File: src/rtl/ctu_clsp_dram_ckenseq.sv
// ctu_clsp_dram_ckenseq: staggered DRAM-domain clock-enable sequencer (optional grst request: CTU_CKENSEQ_GRST_REQ_EN)
module ctu_clsp_dram_ckenseq #(
    parameter int GAP_W    = 4,
    parameter int NUM_CKEN = 6
) (
    input  logic             dram_gclk,
    input  logic             rst,
    input  logic             start_clk_dg,
    input  logic [GAP_W-1:0] stagger_gap,
    input  logic             force_cken,
    output logic             ctu_dram02_dram_cken_dg,
    output logic             ctu_dram13_dram_cken_dg,
    output logic             ctu_ddr0_dram_cken_dg,
    output logic             ctu_ddr1_dram_cken_dg,
    output logic             ctu_ddr2_dram_cken_dg,
    output logic             ctu_ddr3_dram_cken_dg,
    output logic             cken_all_on,
    output logic             cken_all_off,
    output logic             ckenseq_busy
`ifdef CTU_CKENSEQ_GRST_REQ_EN
    ,
    output logic             a_grst_req_dg
`endif
);
    localparam logic [1:0] S_OFF = 2'd0;
    localparam logic [1:0] S_UP  = 2'd1;
    localparam logic [1:0] S_ON  = 2'd2;
    localparam logic [1:0] S_DN  = 2'd3;
    localparam logic [2:0] IDX_TOP = 3'(NUM_CKEN - 1);
    logic [1:0]          r_state;
    logic [NUM_CKEN-1:0] r_cken;
    logic [2:0]          r_idx;
    logic [GAP_W-1:0]    r_gap_cnt;
    logic                r_all_on;
    logic                r_all_off;
    logic                r_busy;
    logic [1:0]          w_state_nx;
    logic [NUM_CKEN-1:0] w_cken_nx;
    logic [2:0]          w_idx_nx;
    logic [GAP_W-1:0]    w_gap_nx;
    logic [2:0]          w_idx_up;
    logic [NUM_CKEN-1:0] w_cken_out;
    assign w_idx_up = r_idx + 3'd1;
    // Next-state: one enable change per edge; a level change on start_clk_dg reverses the ramp immediately
    always_comb begin
        w_state_nx = r_state;
        w_cken_nx  = r_cken;
        w_idx_nx   = r_idx;
        w_gap_nx   = r_gap_cnt;
        case (r_state)
            S_OFF: if (start_clk_dg) begin
                w_cken_nx[0] = 1'b1;
                w_idx_nx     = 3'd0;
                w_gap_nx     = stagger_gap;
                w_state_nx   = S_UP;
            end
            S_UP: if (!start_clk_dg) begin
                w_cken_nx[r_idx] = 1'b0;
                w_gap_nx         = stagger_gap;
                w_idx_nx         = (r_idx == 3'd0) ? 3'd0 : r_idx - 3'd1;
                w_state_nx       = (r_idx == 3'd0) ? S_OFF : S_DN;
            end else if (r_gap_cnt != '0) begin
                w_gap_nx = r_gap_cnt - 1'b1;
            end else begin
                w_cken_nx[w_idx_up] = 1'b1;
                w_idx_nx            = w_idx_up;
                w_gap_nx            = stagger_gap;
                w_state_nx          = (w_idx_up == IDX_TOP) ? S_ON : S_UP;
            end
            S_ON: if (!start_clk_dg) begin
                w_cken_nx[IDX_TOP] = 1'b0;
                w_idx_nx           = IDX_TOP - 3'd1;
                w_gap_nx           = stagger_gap;
                w_state_nx         = S_DN;
            end
            S_DN: if (start_clk_dg) begin
                w_cken_nx[w_idx_up] = 1'b1;
                w_idx_nx            = w_idx_up;
                w_gap_nx            = stagger_gap;
                w_state_nx          = (w_idx_up == IDX_TOP) ? S_ON : S_UP;
            end else if (r_gap_cnt != '0) begin
                w_gap_nx = r_gap_cnt - 1'b1;
            end else begin
                w_cken_nx[r_idx] = 1'b0;
                w_gap_nx         = stagger_gap;
                w_idx_nx         = (r_idx == 3'd0) ? 3'd0 : r_idx - 3'd1;
                w_state_nx       = (r_idx == 3'd0) ? S_OFF : S_DN;
            end
            default: w_state_nx = S_OFF;
        endcase
    end
    // Sequencer state and status flags; everything holds while force_cken is asserted
    always_ff @(posedge dram_gclk) begin
        if (rst) begin
            r_state   <= S_OFF;
            r_cken    <= '0;
            r_idx     <= 3'd0;
            r_gap_cnt <= '0;
            r_all_on  <= 1'b0;
            r_all_off <= 1'b1;
            r_busy    <= 1'b0;
        end else if (!force_cken) begin
            r_state   <= w_state_nx;
            r_cken    <= w_cken_nx;
            r_idx     <= w_idx_nx;
            r_gap_cnt <= w_gap_nx;
            r_all_on  <= w_state_nx == S_ON;
            r_all_off <= w_state_nx == S_OFF;
            r_busy    <= w_state_nx == S_UP || w_state_nx == S_DN;
        end
    end
    assign w_cken_out              = r_cken | {NUM_CKEN{force_cken}};
    assign ctu_dram02_dram_cken_dg = w_cken_out[0];
    assign ctu_dram13_dram_cken_dg = w_cken_out[1];
    assign ctu_ddr0_dram_cken_dg   = w_cken_out[2];
    assign ctu_ddr1_dram_cken_dg   = w_cken_out[3];
    assign ctu_ddr2_dram_cken_dg   = w_cken_out[4];
    assign ctu_ddr3_dram_cken_dg   = w_cken_out[5];
    assign cken_all_on             = r_all_on;
    assign cken_all_off            = r_all_off;
    assign ckenseq_busy            = r_busy;
`ifdef CTU_CKENSEQ_GRST_REQ_EN
    logic r_grst_pend;
    logic r_grst;
    // One-cycle grst request the edge after entering ON; held pending while forced
    always_ff @(posedge dram_gclk) begin
        if (rst) begin
            r_grst_pend <= 1'b0;
            r_grst      <= 1'b0;
        end else begin
            r_grst      <= !force_cken && r_grst_pend && r_state == S_ON;
            r_grst_pend <= force_cken ? r_grst_pend : (w_state_nx == S_ON && r_state != S_ON);
        end
    end
    assign a_grst_req_dg = r_grst;
`endif
endmodule

File: config.mk
export PLATFORM = sky130hd
export DESIGN_NAME = ctu_clsp_dram_ckenseq
export DESIGN_NICKNAME = d
export VERILOG_FILES = /design/src/rtl/ctu_clsp_dram_ckenseq.sv
export SDC_FILE = /design/constraint.sdc
export NUM_CORES = 1
export LEC_CHECK = 0
export BUFFER_PORTS_ARGS = -buffer_cell sky130_fd_sc_hd__buf_2
export CAP_MARGIN = 20
export CORE_MARGIN = 1.5
export CORE_UTILIZATION = 40
export DETAILED_ROUTE_END_ITERATION = 12
export PLACE_DENSITY = 0.66
export SYNTH_ARGS = -nofsm -noshare
export SYNTH_HDL_FRONTEND = slang
export SYNTH_SLANG_ARGS = --single-unit
File: constraint.sdc
create_clock -name dram_gclk -period 1.8 [get_ports dram_gclk]
set_input_delay 0.45 -clock dram_gclk [delete_from_list [all_inputs] [get_ports dram_gclk]]
set_output_delay 0.45 -clock dram_gclk [all_outputs]
set_load 0.02 [all_outputs]
# ---- Word-level counts from Yosys, hierarchy flattened
# Cells that the tools add are included.
dict set report word_totals {
  reg_bits 18
  latch_bits 0
  mem_bits_rw 0
  mem_bits_ro 0
  inputBits 8
  out_inout_bits 9
  elab_cells 83
  n_memories 0
}
dict set report classes {
  addsub 3
  mul 0
  div_mod_pow 0
  magnitude_cmp 4
  n_eq_ne 11
  n_shift 0
  n_mux 36
  n_bitwise 5
  reduce_logical 15
}
# cell count
set ops {}
lappend ops {{two-way mux 6 bit} 4}
lappend ops {{two-way mux 3 bit} 7}
lappend ops {{two-way mux 4 bit} 5}
lappend ops {{two-way mux 2 bit} 8}
lappend ops {{one-hot mux 4 bit (4 select lines)} 1}
lappend ops {{AND reduction 5 bit} 3}
lappend ops {{bitwise OR 6 bit} 2}
lappend ops {{one-hot mux 3 bit (4 select lines)} 1}
lappend ops {{equality test 2 bit (second input constant)} 4}
lappend ops {{< comparator 3 x 4 -> 1 bit (second input constant)} 2}
lappend ops {{one-hot mux 2 bit (4 select lines)} 1}
lappend ops {{one-hot mux 4 bit (2 select lines)} 1}
lappend ops {{AND 6 bit} 1}
lappend ops {{demux 1 bit (select 3 bit)} 2}
lappend ops {{>= comparator 3 x 1 -> 1 bit (second input constant)} 2}
lappend ops {{!= test 3 bit (second input constant)} 2}
lappend ops {{NOT 6 bit} 1}
lappend ops {{one-hot mux 1 bit (3 select lines)} 2}
lappend ops {{nonzero test 3 bit} 2}
lappend ops {{equality test 2 x 1 -> 1 bit (second input constant)} 2}
lappend ops {{zero test 2 bit} 2}
lappend ops {{two-way mux 1 bit} 4}
lappend ops {{!= test 2 bit (second input constant)} 2}
lappend ops {{AND reduction 4 bit} 1}
lappend ops {{11 further kinds} 12}

# ---- Longest topological paths before layout
# Gate-level depths: netlist (run 1).
dict set report depth {
  depth_word 9
  depth_mapped 7
  ltp_nobuf 6
}

# ---- Worst setup path after synthesis (run 1)
# OpenSTA, ideal clock, no wires.
dict set report synth_path {
  path_kind {flip-flop to flip-flop}
  from {reg r_idx[0]}
  to {reg r_idx[2]}
  setup_time_ns 0.071
  arrival_ns 1.867
  t_required_ns 1.729
  slack_ns -0.137
  stages_incl_launch_ff 8
  path_buffers 1
  synth_period_minus_slack_ns 1.937
  path_cell_list {dfxtp_1 > clkbuf_1 > inv_1 > ha_1 > nor4b_2 > a2111oi_0 > or4_1 > a21oi_1}
}
dict set report synth_between {
  elab_chain_cells 5
  elab_cells_between_ends 9
  cone_classes {add/sub: 2; mux: 6; reduce/logical: 1}
}
# element line
set synth_rtl {}
lappend synth_rtl {{start: declaration} 32} ;# logic [2:0] r_idx;
lappend synth_rtl {{start signal: assignment} 105} ;# r_idx <= w_idx_nx;
lappend synth_rtl {{subtractor 3 x 1 -> 3 bit or zero test 3 bit (tied branches)} {60, 86}}
lappend synth_rtl {{two-way mux 3 bit} {60, 86}}
lappend synth_rtl {{two-way mux 3 bit} 81} ;# end else if (r_gap_cnt != '0) begin
lappend synth_rtl {{two-way mux 3 bit} 76} ;# S_DN: if (start_clk_dg) begin
lappend synth_rtl {{one-hot mux 3 bit (4 select lines) *} 50} ;# case (r_state)
# Every way passes the cells marked *; elsewhere a longest branch is shown, timed or not. The select of a mux whose other input is x is not followed.
# A chain may end at the register's enable or synchronous reset.

# ---- Final worst setup path (run 1)
dict set report layout_path {
  from {reg r_gap_cnt[1]}
  to {reg r_all_on (netlist: cken_all_on)}
}
dict set report layout_between {
  elab_chain_cells 5
  elab_cells_between_ends 7
  cone_classes {eq/ne: 1; mux: 5; reduce/logical: 1}
}
# element line
set layout_rtl {}
lappend layout_rtl {{start: declaration} 33} ;# logic [GAP_W-1:0] r_gap_cnt;
lappend layout_rtl {{start signal: assignment} 106} ;# r_gap_cnt <= w_gap_nx;
lappend layout_rtl {{nonzero test 4 bit *} {62, 81}}
lappend layout_rtl {{two-way mux 2 bit, on equally long branches} {81, 62}}
lappend layout_rtl {{two-way mux 2 bit, on equally long branches} {76, 57}}
lappend layout_rtl {{one-hot mux 2 bit (4 select lines) *} 50}
lappend layout_rtl {{equality test 2 bit *} 107} ;# r_all_on <= w_state_nx == S_ON;
lappend layout_rtl {{end signal: assignment} 99} ;# r_all_on <= 1'b0;
lappend layout_rtl {{end signal: assignment} 107}
lappend layout_rtl {{end: declaration} 34} ;# logic r_all_on;
# Every way passes the cells marked *; elsewhere a longest branch is shown, timed or not.

==> results.md, run 1 <==
- Status: finished clean
- Crit path largest cell delay: ~0.39 ns
- Yosys top cell by area: dfxtp_1
- Worst-Margin Slew: between 0.4 and 0.5 ns
- Mapped Cells: between 150 and 200
- Min Hold Slack: 0.420 ns
- Placed Cells: 227
- P&R area growth vs syn: 28.3%
- Critical path class: reg -> reg
- DRT antenna net count: 0
- Die Width: between 50 and 60 um
- Number of cells on the worst hold path: 3
- Worst Path Arrival: 1.92 ns
- Post-synth EDFFs: 0
- Fin Clk Skew: roughly 0.0047 ns
- Adder-Cell Fraction of Synth Area: 0.0496
- Congestion Overflow GR: 0
- Die height: between 50 and 60 um
- Synth unique cells: just over 50
- Top delay family on crit path: compound AO/OA/AOI/OAI gates
- Crit path cell chain: inv_1 -> ha_1 -> buf_4 -> or3b_4 -> a211oi_2 -> a211oi_1 -> a211oi_1
- Cell mode on critical path: a211oi_1
- Final slew viol count: 0
- # port buffers: 16
- First-pass GRT wire length: approximately 6000 um
- Post-Syn Nets: approximately 170
- # diodes: 0
- Max Cap Violations: 0
- WHS Endpoint: r_gap_cnt[0]
- Static Leakage: roughly 0.63 nW
- Post-CTS setup buffer count: 0
- Largest net degree at the start of global routing: 16
- CTS tree: built
- F_max: just under 0.6 GHz
- Clk sinks: 17
- WL final: ~3500 um
- Post_cts resized: 2
- Post-synthesis mux area share: 0.0317
- Non-filler cells in the finished layout: approximately 230
- Largest family of logic cells by synthesized area: simple AND/OR/NAND/NOR gates
- Compound-Gate Fraction of Synth Area: 0.267
- Clock H-tree levels: 1
- Count of state elements after synthesis: 17
- Cts hold-fix bufs: 0
- Worst-Skew Late Latency: about 0.30 ns
- Synth top area share: 0.270
- Mapped cell area: approximately 1300 sq um
- Top_reg_cell synth: dfxtp_1
- R2R depth: 7
- Overall routing resource usage: 0.219
- Via count: about 1300
- Layout cells sized above 1: 0.358
- Final TNS setup: 0 ns
- CP Max Fanout: 3
- Power Density: ~560 nW/um^2
- Bufs on Longest Clock Path: 2
- Hpwl dp: 2660 um
- Nets: 201
- Hold path start: stagger_gap[0]
- Synth Area per Inst: ~8 sq um
- Clock root buffer: clkbuf_4
- Worst setup margin: around 0.11 ns
- FP Rows: 20
- Post-Synth XOR/XNOR Area: 0.0347
- Yosys warning count: 0
- Vias per cell: ~5.6
- Drt pass-1 iters: 4
- Die Area: between 3000 and 4000 sq um
- Worst path required time: slightly above 2 ns
- Post-route DRC: 0
- Bufs and invs on worst path: 2
- Final worst-path cycle share: 0.940
- Initial drt markers: 64
- Ranking of synthesized cells by area: dfxtp_1 (27%), ha_1 (5.0%), nand3_1 (4.0%)
- Initial core utilization: 0.417
- Crit. End Element: flop
- Total power: approximately 0.91 mW
- Wirelength per Cell: roughly 15 um
- Final setup viols: 0
- Slowest CP cell: or3b_4
- Top Ports: 17
- Fill cell count: around 300
- Max IR drop VDD: approximately 0.39 mV
- Async SR Flop Fraction: 0
- Reg clk slew, reported paths: approximately 0.11 ns
- Simple-gate share of the synthesized area: 0.274
- TritonCTS Buffers: 3
- HP Class: in -> reg
- RSZ-0062 raised after global routing: no
- Core Footprint: 3030 sq um
- Final min period: approximately 1.7 ns
- Initial antenna violation count: 0
- Worst R2R Setup Slack: approximately 0.11 ns
- Worst R2R End: cken_all_on
- Critical Path Source Type: flop
- RD Place Congestion: 0.923
- Worst relative slew slack: 0.688
- Final hold vios: 0
- Sequential cell area fraction in the yosys report: 0.270
- Number of global-route vias before repair: around 1300
- Pre-CTS setup slack: -0.0387 ns
- Reg2reg start: r_gap_cnt[1]
## worst register-to-register path, delay by kind of cell (launching register included)
family | cells | cell delay, ns
AND/OR/NAND/NOR | 1 | 0.39
adder cells (fa/ha/maj) | 1 | 0.16
AO/OA/AOI/OAI | 3 | 0.54
buffers and inverters | 2 | 0.19
flip-flops | 1 | 0.34
## per-stage QoR
stage / area (sq um) / utilization
2_1_floorplan: 1270 / -
3_3_place_gp: 1510 / 0.498
3_5_place_dp: 1510 / 0.498
4_1_cts: 1540 / 0.510
5_1_grt: 1620 / 0.535
6_report: 1620 / 0.535
## report_power, final
group          switching, mW  internal (mW)  total (mW)  leakage, nW
logic                  0.157          0.127       0.284        0.473
registers             0.0154          0.392       0.407        0.139
clock network          0.137         0.0830       0.220       0.0177
total                  0.309          0.602       0.912        0.630
## cells in the mapped netlist, types with 4 or more instances
cell / count
nand3_1: 10
or2_2: 6
mux2i_1: 4
nand2_1: 11
dfxtp_1: 17
a211oi_1: 5
o211ai_1: 4
ha_1: 5
clkbuf_1: 5
nor2_1: 7
a21oi_1: 8
inv_1: 8
o21ai_0: 6
## state kept, by name (all words and copies together), names as in the netlist
register and cells:
r_state 1, ckenseq_busy 1, r_idx 3, cken_all_off 1
r_gap_cnt 4, cken_all_on 1, r_cken 6
## worst max-delay path by stage
stage,from,endpoint,slack (ns),cells after the start
after detailed placement,start_clk_dg,r_gap_cnt[2],-0.04,5
after global routing,r_idx[1],r_idx[2],0.003,6
final,r_gap_cnt[1],cken_all_on,0.11,7
after global placement,start_clk_dg,cken_all_on,0.02,6
after floorplan,r_idx[0],ckenseq_busy,0.007,7
after CTS,r_gap_cnt[1],r_cken[2],0.004,7
## cell usage in the layout (no fill, tap or decap), types with 5 or more instances in the layout
master | netlist | final
nor2_1 | 7 | 7
inv_1 | 8 | 7
nand2_1 | 11 | 11
dfxtp_1 | 17 | 15
buf_4 | 1 | 21
o21ai_0 | 6 | 5
buf_2 | 3 | 16
a21oi_1 | 8 | 8
or2_2 | 6 | 6
nand3_1 | 10 | 10
## area by class of cell
type,instances,area (sq um),share of cell area
multi-input cells,119,905,0.558
flip-flops and latches,17,343,0.212
repair buffers,39,260,0.161
well taps,44,55.1,0.0340
inverters,8,30.0,0.0185
clock buffers,3,22.5,0.0139
clock inverters,1,5.00,0.00309
## routing by layer
layer	up-vias	part of all wire	wire length (um)	global-route usage
met5	-	0	0	0
met4	0	0.015	53	0.0747
met3	4	0.039	133	0.0568
met2	36	0.50	1730	0.380
met1	625	0.44	1540	0.258
li1	640	-	-	-
## kinds of logic after synthesis
group	count (synthesis)
buffers and inverters	19
flip-flops	17
adder cells (fa/ha/maj)	5
AND/OR/NAND/NOR	59
AO/OA/AOI/OAI	46
XOR/XNOR	5
multiplexers	4
No activity file was read; power rests on OpenSTA's default activity.
==> inputs of run 2 (changes only) <==
- BUFFER_PORTS_ARGS: -buffer_cell sky130_fd_sc_hd__buf_2 -> not set
- DONT_BUFFER_PORTS: not set -> 1
- PLACE_DENSITY: 0.66 -> 0.61
- REMOVE_ABC_BUFFERS: not set -> 1
- SKIP_CTS_REPAIR_TIMING: not set -> 1
==> run 2 against run 1 <==
Effect of this change:
- final area is 10% lower
- sequential share of layout area is 2.5 points higher
- first-iteration DRC count stayed put
- cell count is 10% lower
- clock-buffer cell count stayed put
- clock power is 2% lower
- fmax is 2.2% lower
- register-to-register slack worse by 0.04 ns
- routed wire length is 4.8% lower
- global-route usage is 2.1 points lower
- flip-flop and latch count stayed put
- sequential power is 2% higher
- critical endpoint is now r_cken[4]
==> results.md, run 2 (synthesis results as in run 1) <==
- Fin Clk Skew: 0.00958 ns (was 0.00469 ns)
- Cell mode on critical path: buf_4 (was a211oi_1)
- Number of global-route vias before repair: 1164 (was 1307)
- Die Width: 59.2 um (unchanged)
- Post-route DRC: 0 (unchanged)
- Cell-internal power: 0.572 mW (was 0.602 mW)
- Nets: 178 (was 201)
- Crit. End Element: flop (unchanged)
- Final slew viol count: 0 (unchanged)
- Critical Path Source Type: flop (unchanged)
- HP Class: in -> reg (unchanged)
- Largest register by flop count: r_cken (unchanged)
- Min Hold Slack: 0.186 ns (was 0.420 ns)
- Placed Cells: 203 (was 227)
- Worst-Margin Slew: 0.426 ns (was 0.467 ns)
- Most common cell after layout, fill and taps aside: buf_4 (unchanged)
- CTS tree: built (unchanged)
- Vias per cell: 5.78 (was 5.65)
- F_max: 0.578 GHz (was 0.591 GHz)
- Critical path class: reg -> reg (unchanged)
- Top Ports: 17 (unchanged)
- Worst relative slew slack: 0.709 (was 0.688)
- TritonCTS Buffers: 3 (unchanged)
- First-pass GRT wire length: 5350 um (was 5870 um)
- Total power: 0.847 mW (was 0.912 mW)
- Largest net degree at the start of global routing: 20 (was 16)
- RSZ-0062 raised after global routing: yes (was no)
- Crit path cell chain: inv_1 -> ha_2 -> nor3b_4 -> buf_4 -> o211ai_2 -> buf_4 -> nor3b_1 -> o32ai_1 (was inv_1 -> ha_1 -> buf_4 -> or3b_4 -> a211oi_2 -> a211oi_1 -> a211oi_1)
- Final hold vios: 0 (unchanged)
- Status: finished clean (unchanged)
- P&R area growth vs syn: 15.2% (was 28.3%)
- # port buffers: 0 (was 16)
- Sw Ratio: 0.324 (was 0.339)
- Max FFs per register: 6 (unchanged)
- Clock power share: 0.254 (was 0.241)
- FP Rows: 20 (unchanged)
- Worst path required time: 1.98 ns (was 2.03 ns)
- Sequential Power Share: 0.491 (was 0.447)
- Congestion Overflow GR: 0 (unchanged)
- Power Density: 583 nW/um^2 (was 563 nW/um^2)
- Initial core utilization: 0.417 (unchanged)
- Clk sinks: 17 (unchanged)
- Regs by FF count: r_cken (6), r_gap_cnt (4), r_idx (3) (unchanged)
- Core Footprint: 3030 sq um (unchanged)
- Top delay family on crit path: buffers and inverters (was compound AO/OA/AOI/OAI gates)
- Slowest CP cell: dfxtp_1 (was or3b_4)
- Layout Utilization: 0.480 (was 0.535)
- # diodes: 0 (unchanged)
- Commonest non-fill, non-tap cells in the layout: buf_4 (16), dfxtp_1 (14), nand2_1 (11) (was buf_4 (21), buf_2 (16), dfxtp_1 (15))
- Multi-input gate area: 877 sq um (was 905 sq um)
- CP Max Fanout: 5 (was 3)
- Wirelength per Cell: 15.8 um (was 14.9 um)
- FF+latch area: 344 sq um (was 343 sq um)
- Non-filler cells in the finished layout: 208 (was 231)
- Crit path largest cell delay: 0.34 ns (was 0.39 ns)
- Logic pwr share: 0.255 (was 0.312)
- Max Cap Violations: 0 (unchanged)
- Reg clk slew, reported paths: 0.11 ns (about the same)
- Static Leakage: 0.530 nW (was 0.630 nW)
- Layout cells sized above 1: 0.274 (was 0.358)
- WL final: 3290 um (was 3450 um)
- Final worst-path cycle share: 0.962 (was 0.940)
- Clock H-tree levels: 1 (unchanged)
- Die height: 59.2 um (unchanged)
- Worst Path Arrival: 1.91 ns (was 1.92 ns)
- Overall routing resource usage: 0.198 (was 0.219)
- Initial antenna violation count: 0 (unchanged)
- DRT antenna net count: 0 (unchanged)
- Via count: 1202 (was 1305)
- Max IR drop VDD: 0.394 mV (was 0.395 mV)
- Final setup viols: 0 (unchanged)
- RD Place Congestion: 0.943 (was 0.923)
- Worst-Skew Late Latency: 0.30 ns (about the same)
- Initial drt markers: 64 (unchanged)
- Die Area: 3500 sq um (unchanged)
- Drt pass-1 iters: 4 (unchanged)
- Sw Pwr: 0.275 mW (was 0.309 mW)
- Final min period: 1.73 ns (was 1.69 ns)
- Clock root buffer: clkbuf_4 (unchanged)
- Bufs on Longest Clock Path: 2 (unchanged)
- Fill cell count: 314 (was 297)
- Bufs and invs on worst path: 3 (was 2)
- Hpwl dp: 2350 um (was 2660 um)
## run 2: cell types whose count changed in the layout (fill, tap and decap cells not counted), moves of 2 or more
cell and change:
buf_2 -16, ha_2 +2, buf_6 -2, ha_4 -2, buf_4 -5
## run 2: area by class of cell
| type | instances | share of cell area |
|---|---|---|
| clock inverter | 1 | 0.00344 |
| tap | 44 | 0.0379 |
| inverter | 8 | 0.0207 |
| timing repair buffer | 16 | 0.0826 |
| sequential | 17 | 0.237 |
| multi-input combinational | 119 | 0.603 |
| clock buffer | 3 | 0.0155 |
## run 2: through the flow
stage	setup slack, ns	TNS (ns)	instance area, sq um
after floorplan	-0.0323	-0.120	1200
after global placement	0.0535	0	1370
after detailed placement	0.0629	0	1370
after CTS	0.0254	0	1390
after global routing	-0.00757	-0.0126	1450
final	0.0689	0	1450
## run 2: worst paths after layout
path               endpoint          from  depth (start not counted)  slack, ns
setup / recovery  r_cken[4]  r_gap_cnt[0]                          8       0.07
hold / removal     r_idx[0]           rst                          1       0.19
setup reg to reg  r_cken[4]  r_gap_cnt[0]                          8       0.07
hold reg to reg   r_cken[4]     r_cken[4]                          2       0.47
## run 2: worst register-to-register path, cell delays in order, from the launching register on
cell      delay (ns)
dfxtp_1         0.34
inv_1           0.10
ha_2            0.20
nor3b_4         0.21
buf_4           0.16
o211ai_2        0.13
buf_4           0.19
nor3b_1         0.18
o32ai_1         0.11
## run 2: power groups by stage
stage / Clock, mW / Combinational, mW / Sequential (mW)
after detailed placement: 0 / 0.199 / 0.422
after CTS: 0.224 / 0.201 / 0.414
after floorplan: 0 / 0.136 / 0.422
after global routing: 0.240 / 0.237 / 0.419
final: 0.215 / 0.216 / 0.416
after global placement: 0 / 0.196 / 0.421
## run 2: routing by layer
layer	wire [um]	global-route usage
met1	1550	0.256
met2	1630	0.339
met3	102	0.0415
met4	10	0.0357
met5	0	0
